[src/rtl/axi_master_write.sv]
// axi_master_write: issues one AXI4 INCR write burst (64-bit beats, 1..MAX_LEN beats) per user trigger, data from a FWFT FIFO.
// Latency: start sampled at edge N -> aw_valid high after edge N+2; one W beat per cycle; wr_fifo_done one cycle after the B handshake.
// Backpressure: aw_ready/w_ready stall the burst; an empty FIFO drops w_valid (no timeout); starts while busy are ignored.
//
// Build option: define AXI_WR_BRESP_CHECK_EN to report a non-OKAY b_resp on wr_err.
// Without it, wr_err is tied low and b_resp is ignored. The state flow is the same in both builds.
//
// Ports:
//   axi_clk, axi_rst         clock, asynchronous active-high reset
//   m_axi_aw_*               write address channel (registered addr/len/valid, constant attributes)
//   m_axi_w_*                write data channel (data straight from the FIFO head, strobes all ones)
//   m_axi_b_*                write response channel (b_id ignored)
//   wr_start/wr_adrs/wr_len  burst request, sampled only while wr_ready is high
//   wr_ready                 high while idle
//   wr_fifo_empty/data/re    show-ahead FIFO interface, wr_fifo_re pops on each accepted beat
//   wr_fifo_done, wr_err     one-cycle completion pulse, plus error flag in the same cycle
module axi_master_write #(
    parameter logic [3:0] AXI_ID  = 4'b1111,
    parameter int         MAX_LEN = 256
) (
    input  logic        axi_clk,
    input  logic        axi_rst,

    output logic [3:0]  m_axi_aw_id,
    output logic [31:0] m_axi_aw_addr,
    output logic [7:0]  m_axi_aw_len,
    output logic [2:0]  m_axi_aw_size,
    output logic [1:0]  m_axi_aw_burst,
    output logic [1:0]  m_axi_aw_lock,
    output logic [3:0]  m_axi_aw_cache,
    output logic [2:0]  m_axi_aw_prot,
    output logic [3:0]  m_axi_aw_qos,
    output logic        m_axi_aw_valid,
    input  logic        m_axi_aw_ready,

    output logic [63:0] m_axi_w_data,
    output logic [7:0]  m_axi_w_strb,
    output logic        m_axi_w_last,
    output logic        m_axi_w_valid,
    input  logic        m_axi_w_ready,

    input  logic [3:0]  m_axi_b_id,
    input  logic [1:0]  m_axi_b_resp,
    input  logic        m_axi_b_valid,
    output logic        m_axi_b_ready,

    input  logic        wr_start,
    input  logic [31:0] wr_adrs,
    input  logic [9:0]  wr_len,
    output logic        wr_ready,

    input  logic        wr_fifo_empty,
    input  logic [63:0] wr_fifo_data,
    output logic        wr_fifo_re,
    output logic        wr_fifo_done,
    output logic        wr_err
);

    typedef enum logic [2:0] {
        S_WR_IDLE,
        S_WA_WAIT,
        S_WA_START,
        S_WA_HOLD,
        S_WD_PROC,
        S_WR_RESP,
        S_WR_DONE
    } state_t;

    localparam logic [10:0] MAX_LEN_W = 11'(MAX_LEN);

    state_t      state;
    logic [31:0] aw_addr_q;
    logic [7:0]  aw_len_q;     // wr_len - 1, also the index of the final beat
    logic [7:0]  beat_cnt;
    logic        aw_valid_q;
    logic        b_ready_q;
    logic        done_q;
    logic        ready_q;

    logic        len_ok;
    logic        w_valid;
    logic        w_last;
    logic        beat;

    // A request is only taken when its length fits the 8-bit AWLEN encoding.
    assign len_ok  = (wr_len != 10'd0) && ({1'b0, wr_len} <= MAX_LEN_W);

    // W is only offered in the data state, so data can never precede the AW handshake.
    assign w_valid = (state == S_WD_PROC) && !wr_fifo_empty;
    assign w_last  = w_valid && (beat_cnt == aw_len_q);
    assign beat    = w_valid && m_axi_w_ready;

    always_ff @(posedge axi_clk or posedge axi_rst) begin
        if (axi_rst) begin
            state      <= S_WR_IDLE;
            aw_addr_q  <= 32'd0;
            aw_len_q   <= 8'd0;
            beat_cnt   <= 8'd0;
            aw_valid_q <= 1'b0;
            b_ready_q  <= 1'b0;
            done_q     <= 1'b0;
            ready_q    <= 1'b1;
        end else begin
            done_q <= 1'b0;
            case (state)
                S_WR_IDLE: begin
                    if (wr_start && len_ok) begin
                        aw_addr_q <= wr_adrs;
                        // 256 beats wraps to 0 here, so the subtraction yields 8'hFF as required.
                        aw_len_q  <= wr_len[7:0] - 8'd1;
                        beat_cnt  <= 8'd0;
                        ready_q   <= 1'b0;
                        state     <= S_WA_WAIT;
                    end
                end
                S_WA_WAIT: begin
                    state <= S_WA_START;
                end
                S_WA_START: begin
                    aw_valid_q <= 1'b1;
                    state      <= S_WA_HOLD;
                end
                S_WA_HOLD: begin
                    if (m_axi_aw_ready) begin
                        aw_valid_q <= 1'b0;
                        state      <= S_WD_PROC;
                    end
                end
                S_WD_PROC: begin
                    if (beat) begin
                        beat_cnt <= beat_cnt + 8'd1;
                        if (w_last) begin
                            b_ready_q <= 1'b1;
                            state     <= S_WR_RESP;
                        end
                    end
                end
                S_WR_RESP: begin
                    if (m_axi_b_valid) begin
                        b_ready_q <= 1'b0;
                        done_q    <= 1'b1;
                        state     <= S_WR_DONE;
                    end
                end
                S_WR_DONE: begin
                    ready_q <= 1'b1;
                    state   <= S_WR_IDLE;
                end
                default: begin
                    state <= S_WR_IDLE;
                end
            endcase
        end
    end

`ifdef AXI_WR_BRESP_CHECK_EN
    // Error flag is captured with the B handshake so it lines up with the done pulse.
    logic err_q;

    always_ff @(posedge axi_clk or posedge axi_rst) begin
        if (axi_rst) begin
            err_q <= 1'b0;
        end else if ((state == S_WR_RESP) && m_axi_b_valid) begin
            err_q <= (m_axi_b_resp != 2'b00);
        end else begin
            err_q <= 1'b0;
        end
    end

    assign wr_err = err_q;

    logic unused_b_id;
    assign unused_b_id = ^m_axi_b_id;
`else
    assign wr_err = 1'b0;

    logic unused_b_fields;
    assign unused_b_fields = ^{m_axi_b_id, m_axi_b_resp};
`endif

    assign m_axi_aw_id    = AXI_ID;
    assign m_axi_aw_addr  = aw_addr_q;
    assign m_axi_aw_len   = aw_len_q;
    assign m_axi_aw_size  = 3'b011;
    assign m_axi_aw_burst = 2'b01;
    assign m_axi_aw_lock  = 2'b00;
    assign m_axi_aw_cache = 4'b0011;
    assign m_axi_aw_prot  = 3'b000;
    assign m_axi_aw_qos   = 4'b0000;
    assign m_axi_aw_valid = aw_valid_q;

    assign m_axi_w_data   = wr_fifo_data;
    assign m_axi_w_strb   = 8'hFF;
    assign m_axi_w_last   = w_last;
    assign m_axi_w_valid  = w_valid;

    assign m_axi_b_ready  = b_ready_q;

    assign wr_ready       = ready_q;
    assign wr_fifo_re     = beat;
    assign wr_fifo_done   = done_q;

endmodule

[config.mk]
export PLATFORM = sky130hd
export DESIGN_NAME = axi_master_write
export DESIGN_NICKNAME = d
export VERILOG_FILES = /design/src/rtl/axi_master_write.sv
export SDC_FILE = /design/constraint.sdc
export NUM_CORES = 1
export LEC_CHECK = 0
export CAP_MARGIN = 20
export CORE_AREA = 2 2 101 103
export CTS_CLUSTER_DIAMETER = 100
export DETAILED_ROUTE_END_ITERATION = 16
export DIE_AREA = 0 0 103 105
export DONT_BUFFER_PORTS = 1
export GPL_ROUTABILITY_DRIVEN = 0
export SLEW_MARGIN = 20
export SYNTH_ARGS = -nofsm -noshare
export SYNTH_HDL_FRONTEND = slang
export SYNTH_SLANG_ARGS = --single-unit
[constraint.sdc]
create_clock -name axi_clk -period 2.3 [get_ports axi_clk]
set_input_delay 0.575 -clock axi_clk [delete_from_list [all_inputs] [get_ports axi_clk]]
set_output_delay 0.575 -clock axi_clk [all_outputs]
set_load 0.05 [all_outputs]
==> reports/results.txt <==
Ant diodes: 0
Synth cell types: 39
Pin slew with the least headroom to its limit: 0.5395 ns
Post-synthesis instance area: 3379 sq um
# IOs: 261
Fraction of final layout cells with drive strength greater than 1: 33.72%
Adder-Cell Fraction of Synth Area: 1.111%
Final Power: 5068 uW
Main synth FF type: sky130_fd_sc_hd__dfrtp_1
Critical-path maximum fanout: 2
Setup slack on the worst flop-to-flop path: 0.31 ns
Max-cap violations: 0
Most common library cell in the layout ignoring fill and taps: sky130_fd_sc_hd__dfrtp_1
Period Utilization, post-route: 95.64%
Number of H-tree levels: 2
RSZ-0062 raised after global routing: true
Hold/Removal Path Class: in -> async
DRC viols: 0
Final Instance Count excl. Fillers: 391
Critical path endpoint category: output port
Insertion delay to the later sink of the worst-skew pair: 0.31 ns
Fmax: 454.6 MHz
Final instance area: 3264 sq um
Number of cells in the design after placement: 377
Post-synthesis compound-gate area fraction: 3.406%
Final count of negative-setup-slack endpoints: 0
Maximum resistive drop on vdd: 0.0005311 V
Hold-fix buffers, CTS: 0
Iteration-0 DRC Markers: 39
Most frequent cells in the layout: sky130_fd_sc_hd__dfrtp_1, sky130_fd_sc_hd__mux2_4, sky130_fd_sc_hd__conb_1
Post-route clock skew: 0.009222 ns
Ranking of synthesized cells by area: sky130_fd_sc_hd__dfrtp_1, sky130_fd_sc_hd__buf_4, sky130_fd_sc_hd__mux2_4
TritonCTS clock tree: yes
Fraction of the mapped netlist area in simple logic gates: 8.515%
I/O Buffers: 0
Final wirelength: 6491 um
Starting density of the core: 35.06%
Critical path class: reg -> out
Gr ovfl total: 0
Hold Fails Final Rpt: 0
Die W: 103 um
Share of the core filled with cells: 33.87%
Buffer levels on the longest clock path: 2
Layout area overhead: -3.406%
Final max-slew violation count: 0
Vias in the first global route: 1828
Power Density: 1553 nW/um^2
End of the worst register-to-register path: m_axi_aw_addr[14]
Placement Rows: 36
Sequential cell area fraction in the yosys report: 40.76%
Core Area: 9639 sq um
Post-detailed-placement half-perimeter wirelength: 4883 um
GRT Total Usage: 11.40%
Proportion of synthesized area in mux cells: 16.40%
EDFF count, synth: 0
Number of clock buffers inserted by TritonCTS: 5
Count of mapped cells out of synthesis: 297
Via count: 1787
Share of Yosys cell area claimed by the top area cell type: 39.99%
Final min period: 2.200 ns
Clock-pin slew of the registers on the worst-case setup and hold paths: 0.10 ns
Critical path required time: 1.73 ns
Leak: 0.001536 uW
Routed wire per std cell: 16.60 um
Clk Tree Root Cell: sky130_fd_sc_hd__clkbuf_8
Worst r2r src: state[1]
Number of warnings printed during yosys synthesis: 0
Critical path launch point: beat_cnt[6]
Number of search-and-repair iterations in the first detailed-routing pass: 3
Per-instance average area after synthesis: 11.38 sq um
Antenna violations before repair: 0
Die footprint: 10820 sq um
Area leader, netlist: sky130_fd_sc_hd__dfrtp_1
Wire length of the first global-routing pass: 9453 um
Height of the die: 105 um
Length in cells of the worst reg-to-reg path: 5
Asr flop ratio synth: 100.0%
Vias per Instance: 4.570
Worst max-slew margin expressed relative to the limit: 63.98%
Nets@finish: 379
Pin count of the biggest net entering global routing: 32
CTS sink count: 55
Fill cell count: 970
Remaining antenna violation count: 0
Parity-gate share of the synthesized area counting xor and xnor cells: 4.924%
Final setup TNS: 0 ns
Outcome: completed
Arrival time worst endpoint: 1.62 ns
Termination of the worst setup path: m_axi_w_last
Dominant combinational cell family by area after synthesis: buffers and inverters
Standard cell area after detailed placement: 3079 sq um
Type of origin of the critical path: flip-flop
Register bit total from synthesis: 55
## metal layers
metal	GRT usage [%]	share of wire (%)	routed length [um]
met5	0	0	0
met4	3.947	1.4	92
met3	4.147	9.6	624
met2	20.87	52	3367
met1	11.64	37	2407
## worst max-delay path, cell delays in order, from the launching register on
cell and delay [ns]:
sky130_fd_sc_hd__dfrtp_1 0.40, sky130_fd_sc_hd__xor2_1 0.18, sky130_fd_sc_hd__nor4_2 0.34, sky130_fd_sc_hd__and4_4 0.39
## stage by stage
stage | worst slack [ns] | hold slack, ns
floorplan | -0.1717 | 0.5368
global placement | -0.02528 | 0.5416
detailed placement | -0.03671 | 0.5364
CTS | 0.04569 | 0.2043
global route | -0.006635 | 0.1993
finish | 0.1003 | 0.1933
## power by group
group,internal [uW],switching (uW),leakage (uW)
clock,435,308,0.0000654
sequential,1380,1470,0.000686
combinational,714,756,0.000785
total,2530,2540,0.00154
## worst min path at each step
stage	start	depth (start not counted)	slack [ns]	to
floorplan	beat_cnt[5]	2	0.54	beat_cnt[5]
global placement	axi_rst	1	0.54	m_axi_aw_addr[15]
detailed placement	axi_rst	1	0.54	m_axi_aw_addr[15]
CTS	axi_rst	1	0.20	m_axi_aw_addr[15]
global route	axi_rst	1	0.20	m_axi_aw_addr[15]
finish	axi_rst	1	0.19	m_axi_aw_addr[15]
## Yosys cell counts, types with 2 or more instances
cell and n:
sky130_fd_sc_hd__buf_4 95, sky130_fd_sc_hd__dfrtp_1 54, sky130_fd_sc_hd__mux2_4 31, sky130_fd_sc_hd__xor2_1 17
sky130_fd_sc_hd__nand2_1 10, sky130_fd_sc_hd__nor2_1 9, sky130_fd_sc_hd__inv_1 8, sky130_fd_sc_hd__mux2_2 7
sky130_fd_sc_hd__nand3_1 6, sky130_fd_sc_hd__o21ai_0 6, sky130_fd_sc_hd__a21oi_1 4, sky130_fd_sc_hd__and3_1 4
sky130_fd_sc_hd__nand4_1 4, sky130_fd_sc_hd__buf_12 3, sky130_fd_sc_hd__ha_1 3, sky130_fd_sc_hd__nand2b_1 3
sky130_fd_sc_hd__nor4_1 3, sky130_fd_sc_hd__a31oi_1 2, sky130_fd_sc_hd__a32o_1 2, sky130_fd_sc_hd__and2_1 2
sky130_fd_sc_hd__buf_6 2, sky130_fd_sc_hd__clkbuf_1 2, sky130_fd_sc_hd__conb_1 2, sky130_fd_sc_hd__or3_1 2
sky130_fd_sc_hd__xnor2_1 2
## state kept, by name, summed over array words and instances (netlist names)
name            count
m_axi_b_ready       1
m_axi_aw_addr      32
state               3
m_axi_aw_valid      1
wr_fifo_done        1
m_axi_aw_len        8
beat_cnt            8
wr_ready            1
## timing repair
item                       CTS  global route
pin swaps                    1             3
gates resized for setup      1             1
hold endpoints to repair     0             0
setup endpoints to repair    1             2
buffers inserted             0             6
## cell families after synthesis
logic type / after synthesis
buf+inv: 110
compound gates: 18
flops: 55
other cells: 2
mux: 39
simple gates: 51
fa+ha+maj: 3
xor+xnor: 19
## final cells by class
class / count / area, sq um / share of cell area (%)
Tap cell: 133 / 166.4 / 5.098
Clock buffer: 6 / 72.57 / 2.223
Clock inverter: 2 / 60.06 / 1.840
Sequential cell: 55 / 1379 / 42.24
Multi-Input combinational cell: 161 / 1318 / 40.36
Timing Repair Buffer: 26 / 232.7 / 7.129
Inverter: 8 / 36.28 / 1.112
(Power assumes the default switching activity.)
